File: config.mk
export PLATFORM = sky130hd
export DESIGN_NAME = reaction_round_ctrl_flat
export DESIGN_NICKNAME = d
export VERILOG_FILES = /design/src/rtl/reaction_pkg.sv /design/src/rtl/reaction_round_ctrl_if.sv /design/src/rtl/ms_down_counter.sv /design/src/rtl/reaction_round_ctrl.sv /design/src/flat_wrapper.sv
export SDC_FILE = /design/constraint.sdc
export NUM_CORES = 1
export LEC_CHECK = 0
export CELL_PAD_IN_SITES_DETAIL_PLACEMENT = 1
export CELL_PAD_IN_SITES_GLOBAL_PLACEMENT = 2
export CORE_AREA = 2 2 123 125
export CTS_BUF_LIST = sky130_fd_sc_hd__clkbuf_4
export DETAILED_ROUTE_END_ITERATION = 8
export DIE_AREA = 0 0 125 127
export PLACE_DENSITY = 0.78
export SLEW_MARGIN = 40
export SYNTH_ARGS = -nofsm -noshare
export SYNTH_HDL_FRONTEND = slang
export SYNTH_SLANG_ARGS = --single-unit
File: constraint.sdc
create_clock -name Clk -period 2.2 [get_ports Clk]
set_input_delay 0.44 -clock Clk [delete_from_list [all_inputs] [get_ports Clk]]
set_output_delay 0.44 -clock Clk [all_outputs]
set_load 0.01 [all_outputs]
File: src/rtl/reaction_pkg.sv
// Shared definitions for the reaction-timer round controller: FSM state
// encoding and packed-BCD constants.
package reaction_pkg;

  typedef enum logic [2:0] {
    ST_IDLE  = 3'd0,
    ST_ARM   = 3'd1,
    ST_GO    = 3'd2,
    ST_SHOW  = 3'd3,
    ST_FAULT = 3'd4,
    ST_DONE  = 3'd5
  } state_t;

  localparam logic [15:0] BCD_MAX  = 16'h9999;
  localparam logic [15:0] BCD_ZERO = 16'h0000;

  // Packed BCD orders the same as plain binary, so a straight unsigned
  // compare ranks two reaction times correctly.
  function automatic logic bcd_less(input logic [15:0] a, input logic [15:0] b);
    return a < b;
  endfunction

endpackage

File: src/rtl/reaction_round_ctrl_if.sv
// Signal bundle between the round controller (master) and its environment:
// buttons, tick, random source, BCD counter link and display/lamp outputs.
interface reaction_round_ctrl_if #(
  parameter int DELAY_W = 12
);
  logic               tick_1k;
  logic               start_btn;
  logic               react_btn;
  logic [DELAY_W-1:0] rnd_delay;
  logic [15:0]        time_bcd;
  logic               bcd_clr;
  logic               bcd_en;
  logic               led;
  logic               fault_led;
  logic [1:0]         round_idx;
  logic [15:0]        disp_bcd;
  logic               best_valid;
  logic               done;

  modport master (
    input  tick_1k, start_btn, react_btn, rnd_delay, time_bcd,
    output bcd_clr, bcd_en, led, fault_led, round_idx, disp_bcd, best_valid, done
  );

  modport slave (
    output tick_1k, start_btn, react_btn, rnd_delay, time_bcd,
    input  bcd_clr, bcd_en, led, fault_led, round_idx, disp_bcd, best_valid, done
  );
endinterface

File: src/rtl/ms_down_counter.sv
// Millisecond down-counter: loadable, decrements once per enabled tick and
// parks at zero.
module ms_down_counter #(
  parameter int W = 12
) (
  input  logic         Clk,
  input  logic         Reset,
  input  logic         load,
  input  logic [W-1:0] load_val,
  input  logic         tick,
  output logic [W-1:0] value,
  output logic         zero
);

  always_ff @(posedge Clk) begin
    if (Reset) begin
      value <= '0;
    end else if (load) begin
      value <= load_val;
    end else if (tick && (value != '0)) begin
      value <= value - W'(1);
    end
  end

  assign zero = (value == '0);

endmodule

File: src/rtl/reaction_round_ctrl.sv
// Reaction-timer session controller: random arm delay, timed go phase,
// result/fault hold, best-of-session tracking over ROUNDS rounds.
module reaction_round_ctrl
  import reaction_pkg::*;
#(
  parameter int ROUNDS    = 3,
  parameter int DELAY_W   = 12,
  parameter int MIN_DELAY = 500,
  parameter int SHOW_MS   = 2000
) (
  input logic Clk,
  input logic Reset,
  reaction_round_ctrl_if.master io
);

  localparam int CNT_W  = DELAY_W + 1;
  localparam int HOLD_W = (SHOW_MS < 2) ? 1 : $clog2(SHOW_MS + 1);

  state_t             state;
  logic [15:0]        best_bcd;
  logic [15:0]        last_bcd;
  logic [CNT_W-1:0]   dly_val;
  logic               dly_zero;
  logic [HOLD_W-1:0]  hold_val;
  logic               hold_zero;
  logic               dly_expire;
  logic               hold_expire;
  logic               hold_end;
  logic               last_round;
  logic               arm_load;
  logic               hold_load;

  // A window closes on the tick that takes the counter from 1 to 0; a counter
  // already at zero closes on the first tick so a window can never stall.
  always_comb begin
    dly_expire  = io.tick_1k && ((dly_val == CNT_W'(1)) || dly_zero);
    hold_expire = io.tick_1k && ((hold_val == HOLD_W'(1)) || hold_zero);
    hold_end    = hold_expire || io.start_btn;
    last_round  = (io.round_idx == 2'(ROUNDS - 1));
    arm_load    = 1'b0;
    hold_load   = 1'b0;
    case (state)
      ST_IDLE, ST_DONE: arm_load  = io.start_btn;
      ST_ARM:           hold_load = io.react_btn;
      ST_GO:            hold_load = io.react_btn || (io.time_bcd == BCD_MAX);
      ST_SHOW:          arm_load  = hold_end && !last_round;
      ST_FAULT:         arm_load  = hold_end;
      default:          ;
    endcase
  end

  ms_down_counter #(.W(CNT_W)) u_delay (
    .Clk      (Clk),
    .Reset    (Reset),
    .load     (arm_load),
    .load_val (CNT_W'(MIN_DELAY) + {1'b0, io.rnd_delay}),
    .tick     (io.tick_1k && (state == ST_ARM)),
    .value    (dly_val),
    .zero     (dly_zero)
  );

  ms_down_counter #(.W(HOLD_W)) u_hold (
    .Clk      (Clk),
    .Reset    (Reset),
    .load     (hold_load),
    .load_val (HOLD_W'(SHOW_MS)),
    .tick     (io.tick_1k && ((state == ST_SHOW) || (state == ST_FAULT))),
    .value    (hold_val),
    .zero     (hold_zero)
  );

  always_ff @(posedge Clk) begin
    if (Reset) begin
      state         <= ST_IDLE;
      io.led        <= 1'b0;
      io.fault_led  <= 1'b0;
      io.bcd_en     <= 1'b0;
      io.bcd_clr    <= 1'b0;
      io.done       <= 1'b0;
      io.best_valid <= 1'b0;
      io.round_idx  <= 2'd0;
      io.disp_bcd   <= BCD_ZERO;
      best_bcd      <= BCD_MAX;
      last_bcd      <= BCD_MAX;
    end else begin
      io.bcd_clr <= arm_load;
      case (state)
        ST_IDLE, ST_DONE: begin
          if (io.start_btn) begin
            state         <= ST_ARM;
            io.done       <= 1'b0;
            io.round_idx  <= 2'd0;
            io.disp_bcd   <= BCD_ZERO;
            io.best_valid <= 1'b0;
            best_bcd      <= BCD_MAX;
          end
        end
        ST_ARM: begin
          if (io.react_btn) begin
            state        <= ST_FAULT;
            io.fault_led <= 1'b1;
            io.disp_bcd  <= BCD_ZERO;
          end else if (dly_expire) begin
            state     <= ST_GO;
            io.led    <= 1'b1;
            io.bcd_en <= 1'b1;
          end
        end
        ST_GO: begin
          io.disp_bcd <= io.time_bcd;
          // A counter that saturates at 9999 without a press is a miss:
          // shown like a result but never considered for best.
          if (io.react_btn || (io.time_bcd == BCD_MAX)) begin
            state     <= ST_SHOW;
            io.led    <= 1'b0;
            io.bcd_en <= 1'b0;
            last_bcd  <= io.time_bcd;
            if (io.react_btn && bcd_less(io.time_bcd, best_bcd)) begin
              best_bcd      <= io.time_bcd;
              io.best_valid <= 1'b1;
            end
          end
        end
        ST_SHOW: begin
          io.disp_bcd <= last_bcd;
          if (hold_end) begin
            if (last_round) begin
              state       <= ST_DONE;
              io.done     <= 1'b1;
              io.disp_bcd <= best_bcd;
            end else begin
              state        <= ST_ARM;
              io.round_idx <= io.round_idx + 2'd1;
              io.disp_bcd  <= BCD_ZERO;
            end
          end
        end
        ST_FAULT: begin
          if (hold_end) begin
            state        <= ST_ARM;
            io.fault_led <= 1'b0;
          end
        end
        default: state <= ST_IDLE;
      endcase
    end
  end

endmodule

File: src/flat_wrapper.sv
// flat-port wrapper written by rule: the top's interface ports become plain ports
module reaction_round_ctrl_flat import reaction_pkg::*;
#(
  parameter int ROUNDS    = 3,
  parameter int DELAY_W   = 12,
  parameter int MIN_DELAY = 500,
  parameter int SHOW_MS   = 2000
)
  (Clk, Reset, io_tick_1k, io_start_btn, io_react_btn, io_rnd_delay, io_time_bcd, io_bcd_clr, io_bcd_en, io_led, io_fault_led, io_round_idx, io_disp_bcd, io_best_valid, io_done);
  reaction_round_ctrl_if #(.DELAY_W(DELAY_W)) io_i ();
  input logic Clk;
  input logic Reset;
  input wire logic [$bits(io_i.tick_1k)-1:0] io_tick_1k;
  input wire logic [$bits(io_i.start_btn)-1:0] io_start_btn;
  input wire logic [$bits(io_i.react_btn)-1:0] io_react_btn;
  input wire logic [$bits(io_i.rnd_delay)-1:0] io_rnd_delay;
  input wire logic [$bits(io_i.time_bcd)-1:0] io_time_bcd;
  output wire logic [$bits(io_i.bcd_clr)-1:0] io_bcd_clr;
  output wire logic [$bits(io_i.bcd_en)-1:0] io_bcd_en;
  output wire logic [$bits(io_i.led)-1:0] io_led;
  output wire logic [$bits(io_i.fault_led)-1:0] io_fault_led;
  output wire logic [$bits(io_i.round_idx)-1:0] io_round_idx;
  output wire logic [$bits(io_i.disp_bcd)-1:0] io_disp_bcd;
  output wire logic [$bits(io_i.best_valid)-1:0] io_best_valid;
  output wire logic [$bits(io_i.done)-1:0] io_done;
  assign io_i.tick_1k = io_tick_1k;
  assign io_i.start_btn = io_start_btn;
  assign io_i.react_btn = io_react_btn;
  assign io_i.rnd_delay = io_rnd_delay;
  assign io_i.time_bcd = io_time_bcd;
  assign io_bcd_clr = io_i.bcd_clr;
  assign io_bcd_en = io_i.bcd_en;
  assign io_led = io_i.led;
  assign io_fault_led = io_i.fault_led;
  assign io_round_idx = io_i.round_idx;
  assign io_disp_bcd = io_i.disp_bcd;
  assign io_best_valid = io_i.best_valid;
  assign io_done = io_i.done;
  reaction_round_ctrl #(.ROUNDS(ROUNDS), .DELAY_W(DELAY_W), .MIN_DELAY(MIN_DELAY), .SHOW_MS(SHOW_MS)) u_core (.Clk(Clk), .Reset(Reset), .io(io_i));
endmodule
Yosys cells after proc, flatten, opt, wreduce, memory -nomap -nowiden. Cells that the tools add are included.

Add/subtract/negate cells: 4. Order comparisons: 1. Equal/unequal tests: 20. Multiplexer cells: 41. Reduce and logical (&&, ||, !) cells: 36.

Operator list (count): 16-bit 2-to-1 mux (7); 16-bit one-hot mux with 4 select lines (1); 16-bit one-hot mux with 2 select lines (1); 13-bit 2-to-1 mux (2); 11-bit 2-to-1 mux (2); 3-bit 2-to-1 mux (7); 16-bit == test (second input constant) (1); 16-bit < comparator (1); 4-bit AND reduction (4); 3-bit one-hot mux with 5 select lines (1); 9-bit by 12-bit adder with 13-bit output (first input constant) (1); 13-bit by 1-bit == test with 1-bit output (second input constant) (1); 13-bit logical NOT (1); 13-bit nonzero test (1); 13-bit by 1-bit subtractor with 13-bit output (second input constant) (1); 2-bit by 1-bit != test with 1-bit output (second input constant) (6); 2-bit nonzero test (6); 11-bit by 1-bit == test with 1-bit output (second input constant) (1); 11-bit logical NOT (1); 11-bit nonzero test (1); 11-bit by 1-bit subtractor with 11-bit output (second input constant) (1); 1-bit 2-to-1 mux (10); 1-bit one-hot mux with 2 select lines (5); 1-bit logical AND (8); other kinds (18) (31).

Bits in registers: 82. Input bits: 33. Output and inout port bits: 24. Word-level logic and storage cells: 115.

Depth between registers and ports, before layout. Gate-level depths: netlist of run 1.

Depth in word-level cells: 7. Mapped depth: 10. Gate-level depth less buffers: 8.

Hierarchy. Synthesis of run 1 repeated with hierarchy kept, for this count alone.

Cell total of the unflattened synthesis: 569. Area total of the unflattened synthesis: 4914.7 µm².

By module, submodules not included: reaction_round_ctrl (instances 1, cells an instance 392, area an instance 3407.0 µm², seq. area each 1161.1 µm²); ms_down_counter at u_core.u_delay (instances 1, cells an instance 100, area an instance 833.3 µm², seq. area each 260.2 µm²); ms_down_counter at u_core.u_hold (instances 1, cells an instance 77, area an instance 674.4 µm², seq. area each 220.2 µm²).

Worst setup path before layout of run 1. OpenSTA, ideal clock, no wires.

Path kind: in2reg. From: input port io_time_bcd[6]. To: register u_core.best_bcd[10]. Library setup time: 0.072 ns. Data arrival time: 2.228 ns. Data required time: 2.128 ns. Setup slack: -0.100 ns. Cell stages on the path: 9. Buffers on the path: 2. Cells stage by stage: ha_1 a21o_1 a21o_1 a31o_2 o311ai_0 nor3b_1 buf_2 buf_2 mux2i_1.

Word-level cells in the longest chain between the ends: 4. Elaborated cells on any way between the ends: 7. Those cells by class: order compare: 1; eq/ne: 3; reduce/logical: 3.

Ends and longest elaborated chain: start: declaration (line flat_wrapper.sv:17) `input wire logic [$bits(io_i.time_bcd)-1:0] io_time_bcd;`; 16-bit < comparator / 16-bit == test (equally long branches) (line reaction_pkg.sv:20, reaction_round_ctrl.sv:113); 1-bit logical AND / 1-bit logical OR (equally long branches) (line reaction_round_ctrl.sv:118, reaction_round_ctrl.sv:113); 2-bit by 1-bit != test with 1-bit output (no source line); 4-bit AND reduction (no source line) *; end signal: assignment (line reaction_round_ctrl.sv:119) `best_bcd <= io.time_bcd;`; end: declaration (line reaction_round_ctrl.sv:20) `logic [15:0] best_bcd;`.

Mark *: on every way between the ends. The rest lies on a longest branch, timed or not. A chain may end at the register's enable or synchronous reset.

Final worst setup path of run 1.
From: register u_core.u_delay.value[5]. To: register u_core.u_delay.value[10].

Word-level cells in the longest chain between the ends: 3. Elaborated cells on any way between the ends: 6. Those cells by class: add/sub: 1; mux: 2; reduce/logical: 3.

Ends and longest elaborated chain: start: declaration (line ms_down_counter.sv:11) `output logic [W-1:0] value,`; start signal: assignment (line ms_down_counter.sv:19) `value <= load_val;`; start signal: assignment (line ms_down_counter.sv:21) `value <= value - W'(1);`; 13-bit by 1-bit subtractor with 13-bit output / 13-bit nonzero test (equally long branches) (line ms_down_counter.sv:21, ms_down_counter.sv:20); 13-bit 2-to-1 mux / 1-bit logical AND (equally long branches) (line ms_down_counter.sv:20) `end else if (tick && (value != '0)) begin`; 13-bit 2-to-1 mux / 2-bit nonzero test (equally long branches).

Several ways; a longest one is shown, not always the timed one. The select of a mux whose other input is x is not followed.

==> out/results.txt, run 1 <==
Fin. Hold Viols -> 0
Clk pin slew, worst setup/hold paths -> 0.14 ns
via count -> 4,195
CTS root buffer -> clkbuf_4
Max-Cap Viols -> 0
HP Class -> in2reg
Syn Area/Cell -> 8.71 um^2
clk_skew -> 0.0173 ns
PortBufs -> 56
CTS buffer count -> 9
crit path launch type -> register
layout cell share with drive strength beyond 1 -> 22.6%
Critical Path Start -> u_core.u_delay.value[5]
post-synth net total -> 563
Via density -> 5.13
pre-CTS WS -> -0.491 ns
detailed-route DRC error count -> 0
Placed Cells -> 789
FMAX -> 460 MHz
area of the multi-input gates -> 2670 um^2
DRT iter0 DRCs -> 199
critical hold path startpoint -> Reset
status -> complete, no violations
NumNets Final -> 684
Cell Pwr Density -> 860 nW/um^2
initial antenna violation count -> 0
final setup vio count -> 0
Crit path required time -> 2.57 ns
synth unique cells -> 62
die area -> 15,900 um^2
Syn Inst Count -> 507
FF+latch count, synth -> 82
number of antenna diodes -> 0
peak supply drop -> 0.000292 V
fillers -> 1,726
Placement Cell Area -> 5590 um^2
post-route design area -> 5960 um^2
gr usage total -> 17.5%
Cell Rows -> 44
async set-reset flop share out of synthesis -> 0%
Die Ht -> 127 um
Placer Congestion -> 0.793
Synth-to-Final Area Change -> 34.9%
Non-Filler Instances -> 817
Post-DRT Antenna Nets -> 0
routed len/inst -> 16.9 um
vias in the first global route -> 4,472
EDFF count, synth -> 0
iteration count of the initial detailed-routing pass -> 7
final worst-path cycle share -> 98.7%
CTS tree -> done
Critical Setup Path Class -> reg2reg
Register Area -> 1650 um^2
Slew Limit Fails -> 0
hpwl dp -> 10.2 mm
Slew HR -> 52.0%
sequential area share after synthesis -> 37.2%
CP endpoint kind -> register
cell leakage power -> 2.28 nW
Congestion Overflow GR -> 0
reg2reg setup slack -> 0.03 ns
CTS Sinks -> 82
Reg-to-Reg Start -> u_core.u_delay.value[5]
I/O pin cnt -> 57
final WL -> 13.8 mm
synth warn -> 0
chip width -> 125 um
Period minus WS final -> 2.17 ns
clk_lat worst skew -> 0.46 ns
Fin Setup TNS -> 0 ns
CTS max path bufs -> 2
fin worst setup slack -> 0.0284 ns
CTS H-tree depth -> 3
crit path DAT -> 2.55 ns
core box area -> 14,400 um^2
Crit Path Max Fanout -> 5
final core occ -> 41.3%
pin slew with the least headroom to its limit -> 0.720 ns
ys flop type -> dfxtp_1
largest net degree at the start of global routing -> 27
Starting Density -> 30.6%
commonest non-fill, non-tap cell in the layout -> dfxtp_1
mapped cell area -> 4410 um^2
most frequent cells in the layout -> dfxtp_1, buf_4, nor2_1
first-pass GRT wire length -> 22.5 mm
-- final timing paths --
check                             end  cells after the start
min                    u_core.io.done                      2
max          u_core.u_delay.value[10]                      6
min reg2reg    u_core.io.disp_bcd[13]                      2
max reg2reg  u_core.u_delay.value[10]                      6
-- cell usage after synthesis (2+ instances only) --
cell type	count	share of area [%]
mux2i_1	26	5.9
a21oi_1	35	4.0
a21o_1	4	0.68
a211oi_1	8	1.4
clkbuf_8	2	0.62
xor2_1	16	3.2
dfxtp_1	82	37
nand2b_1	5	0.71
or2_2	4	0.57
nor2b_1	11	1.6
clkbuf_1	13	1.1
a2111oi_0	3	0.60
nand2_1	50	4.3
o21a_1	2	0.34
nand3_1	5	0.57
a31oi_1	2	0.28
ha_1	23	6.5
nor3_1	17	1.9
or4_4	2	0.51
nor3b_1	3	0.51
o21ai_0	10	1.1
o211ai_1	2	0.34
nor2_1	58	4.9
buf_4	2	0.34
or3_1	3	0.43
a21oi_2	2	0.40
nor4bb_1	4	0.91
a222oi_1	16	3.6
buf_2	7	0.79
a41oi_1	3	0.60
xnor2_1	10	2.0
inv_1	26	2.2
nor4_1	7	0.99
and2_1	2	0.28
nand4_1	5	0.71
and4bb_2	2	0.57
a211o_1	8	1.6
nand3b_1	2	0.34
a22o_1	2	0.40
-- sequential cells by signal, indices dropped and copies added (netlist names) --
| register | flops |
|---|---|
| u_core.state | 3 |
| u_core.u_hold.value | 11 |
| u_core.io.bcd_clr | 1 |
| u_core.io.done | 1 |
| u_core.io.round_idx | 2 |
| u_core.io.disp_bcd | 16 |
| u_core.u_delay.value | 13 |
| u_core.best_bcd | 16 |
| u_core.io.best_valid | 1 |
| u_core.io.bcd_en | 1 |
| u_core.last_bcd | 16 |
| u_core.io.fault_led | 1 |
-- where the power goes --
part	total (mW)	internal (mW)	leakage, nW	switching, mW
logic	2.42	1.18	1.55	1.24
registers	1.90	1.71	0.669	0.191
clock network	0.808	0.254	0.0647	0.554
-- per-layer routing --
| layer | global-route usage, % | wire length, um |
|---|---|---|
| met5 | 0 | 0 |
| met4 | 6.27 | 200 |
| met3 | 2.64 | 417 |
| met2 | 31.3 | 7090 |
| met1 | 21.4 | 6100 |
-- area by class of cell --
| type | count | area share (%) |
|---|---|---|
| clock inverters | 5 | 0.504 |
| inverters | 26 | 1.64 |
| repair buffers | 136 | 20.1 |
| well taps | 184 | 3.87 |
| clock buffers | 11 | 1.39 |
| multi-input cells | 373 | 44.8 |
| flip-flops and latches | 82 | 27.7 |
-- critical path: stages (launching register included) --
cell      delay (ns)
dfxtp_2         0.35
or4_4           0.55
or2_4           0.28
nor3_1          0.35
nand2_1         0.12
xor2_1          0.15
a211oi_1        0.29
-- logic make-up after synthesis --
kind of cell | after synthesis | synth area share [%]
xor gates and xnor gates | 26 | 5.16
adders and majority gates | 23 | 6.52
muxes | 27 | 6.15
DFF | 82 | 37.2
AOI/OAI and AO/OA | 106 | 17.4
and+or+nand+nor | 191 | 22.2
buffers and inverters | 52 | 5.41
-- through the flow --
step	hold WS, ns	total power [mW]
finish	0.414	5.12
global route	0.408	5.49
CTS	0.408	4.88
detailed placement	0.450	4.01
global placement	0.438	3.93
floorplan	0.431	3.17
-- what timing repair did --
item	4_1_cts	5_1_grt
gates resized for setup	4	40
cloned	0	1
hold buffers	0	0
buffers inserted	0	11
pin swaps	1	15
setup endpoints to repair	6	63
(Power assumes the default switching activity.)
==> run 2, diff against run 1 <==
CORE_AREA = 2 2 117 108   (was 2 2 123 125)
CTS_CLUSTER_SIZE = 20   (was default)
DIE_AREA = 0 0 119 110   (was 0 0 125 127)
PLACE_DENSITY = 0.89   (was 0.78)
clock period = 2.75 ns   (was 2.2 ns; I/O delays follow)
==> run 2 against run 1 <==
  * Sequential cell count unchanged
  * Critical path depth up 2
  * Core utilization up 5.2 points
  * Sequential share of layout area up 2.1 points
  * Non-clock buffer count down 46
  * Power down 22%
  * Global-route usage up 3.3 points
  * Via count down 4.5%
  * First-iteration DRC count up 73%
  * Sequential power down 20%
  * Count of clock-buffer cells in the layout down 2
  * Final cell count down 8.4%
  * Critical endpoint is now u_core.best_bcd[12]
  * Largest power group unchanged
  * Highest routed layer unchanged
==> out/results.txt, run 2 (synthesis results as in run 1) <==
I/O pin cnt -> 57 (unchanged)
Resized cells post-CTS -> 0 (-4)
Slew Limit Fails -> 0 (unchanged)
FMAX -> 421 MHz
Via density -> 5.36 (+4.3%)
CTS H-tree depth -> 3 (unchanged)
critical hold path startpoint -> Reset
Critical-path top delay cell -> clkdlybuf4s50_1
cell leakage power -> 2.01 nW (-12%)
biggest regs -> u_core.best_bcd x16, u_core.io.disp_bcd x16, u_core.last_bcd x16
Placer Congestion -> 0.842 (+6.1%)
Max-Cap Viols -> 0 (unchanged)
Hold Slack -> 0.393 ns (-0.0212 ns)
reg2reg setup slack -> 0.39 ns (+0.36 ns)
Period minus WS final -> 2.37 ns
pin slew with the least headroom to its limit -> 0.599 ns (-0.121 ns)
CTS max path bufs -> 2 (unchanged)
Die Ht -> 110 um (-13%)
hpwl dp -> 9.55 mm (-6.5%)
GR Util met2 -> 34.2% (+2.9 points)
Fin. Hold Viols -> 0 (unchanged)
post-route design area -> 5500 um^2 (-7.6%)
DRT iter0 DRCs -> 345 (+73%)
initial antenna violation count -> 1 (+1)
FF-to-FF path depth -> 6 (unchanged)
Critical Setup Path Class -> in2reg
Post-DRT Antenna Nets -> 0 (unchanged)
peak supply drop -> 0.000323 V (+11%)
routed len/inst -> 17.4 um (+3.2%)
WHS Path Cells -> 2 (unchanged)
status -> complete, no violations
RSZ-0062 raised after global routing -> false
Synth-to-Final Area Change -> 24.7%
Cell Pwr Density -> 723 nW/um^2 (-16%)
final WL -> 13.0 mm (-5.5%)
R2R Path End -> u_core.state[1]
clk_skew -> 0.0138 ns (-0.00349 ns)
final setup vio count -> 0 (unchanged)
clk_lat worst skew -> 0.47 ns (about the same)
Congestion Overflow GR -> 0 (unchanged)
via count -> 4,007 (-4.5%)
iteration count of the initial detailed-routing pass -> 9 (+2)
detailed-route DRC error count -> 0 (unchanged)
most frequent cells in the layout -> dfxtp_1, nor2_1, clkdlybuf4s50_1
Crit path largest cell delay -> 0.44 ns (-0.11 ns)
post-CTS setup buffers -> 0 (unchanged)
grt met3 use -> 4.89% (+2.2 points)
gr usage total -> 20.8% (+3.3 points)
M1 GR Usage -> 27.4% (+6.0 points)
Pwr Total -> 3.98 mW (-22%)
Hold Buf Count CTS -> 0 (unchanged)
die area -> 13,100 um^2 (-18%)
CTS Sinks -> 82 (unchanged)
crit path launch type -> input pin
first-pass GRT wire length -> 21.3 mm (-5.6%)
core box area -> 11,800 um^2 (-18%)
Slew HR -> 59.9% (+7.9 points)
Placement Cell Area -> 5320 um^2 (-4.9%)
Crit path required time -> 3.16 ns (+0.59 ns)
PortBufs -> 56 (unchanged)
CTS buffer count -> 9 (unchanged)
largest net degree at the start of global routing -> 43 (+59%)
Cell Rows -> 38 (-14%)
CTS tree -> done
Largest delay share family, worst path -> buffers and inverters
CTS root buffer -> clkbuf_4
Hold Path Sink -> u_core.last_bcd[2]
vias in the first global route -> 4,163 (-6.9%)
chip width -> 119 um (-4.8%)
CP endpoint kind -> register
Reg-to-Reg Start -> u_core.u_delay.value[2]
final worst-path cycle share -> 86.4%
CP cell instances -> clkdlybuf4s50_1 > ha_1 > a21o_1 > a21o_1 > o311ai_0 > nor3b_2 > buf_4 > mux2i_1
crit path buf inv count -> 2 (+2)
crit path DAT -> 2.78 ns (+0.23 ns)
NumNets Final -> 638 (-6.7%)
Most Frequent Cell on Critical Path -> a21o_1
commonest non-fill, non-tap cell in the layout -> dfxtp_1
HP Class -> in2reg
Clk pin slew, worst setup/hold paths -> 0.14 ns (about the same)
layout cell share with drive strength beyond 1 -> 12.8% (-9.8 points)
layer with the highest usage -> met2
Crit Path Max Fanout -> 11 (+6)
Starting Density -> 37.3% (+6.7 points)
run 2: layer usage:
layer  up-vias  share of wire [%]
met5         -                  0
met4         0                1.2
met3        12                4.1
met2        72                 47
met1      1944                 48
li1       1979                  -
run 2: stage by stage:
step / utilization, % / setup WS (ns) / setup TNS [ns] / std cells
2_1_floorplan: - / 0.340 / 0 / 507
3_3_place_gp: 44.9 / -0.0113 / -0.0882 / 731
3_5_place_dp: 44.9 / -0.105 / -1.12 / 731
4_1_cts: 46.5 / 0.378 / 0 / 747
5_1_grt: 46.5 / 0.252 / 0 / 748
6_report: 46.5 / 0.375 / 0 / 748
run 2: how the worst max path moves through the flow:
stage                           startpoint                     to  cells after the start
floorplan                   io_time_bcd[6]    u_core.best_bcd[10]                      9
global placement            io_time_bcd[6]     u_core.best_bcd[3]                      8
detailed placement          io_time_bcd[6]     u_core.best_bcd[7]                      8
CTS                         io_time_bcd[6]    u_core.best_bcd[12]                      8
global route        u_core.u_hold.value[0]  u_core.io.disp_bcd[2]                      9
finish                      io_time_bcd[6]    u_core.best_bcd[12]                      8
run 2: cell type report:
class / count / area [um^2]
multi-input cells: 373 / 2540
repair buffers: 90 / 836
clock buffers: 9 / 67.6
inverters: 26 / 97.6
flip-flops and latches: 82 / 1640
clock inverters: 7 / 118
fillers: 1408 / 6330
well taps: 160 / 200
diodes: 1 / 2.50
run 2: power by group:
group          internal [mW]  switching [mW]  leakage (nW)
Sequential              1.36           0.157         0.666
Combinational          0.684           0.868          1.26
Clock                  0.457           0.452        0.0882
run 2: worst reg2reg max path: cells and delay by family (launching register included):
family	cells	cell delay [ns]
AO/OA/AOI/OAI	3	0.80
AND/OR/NAND/NOR	3	1.14
flip-flops	1	0.38
==> run 3, diff against run 2 <==
SKIP_CTS_REPAIR_TIMING = 1   (was default)
==> results of run 3 <==
No change in the layout: final DEF, timing and power equal those of run 2.
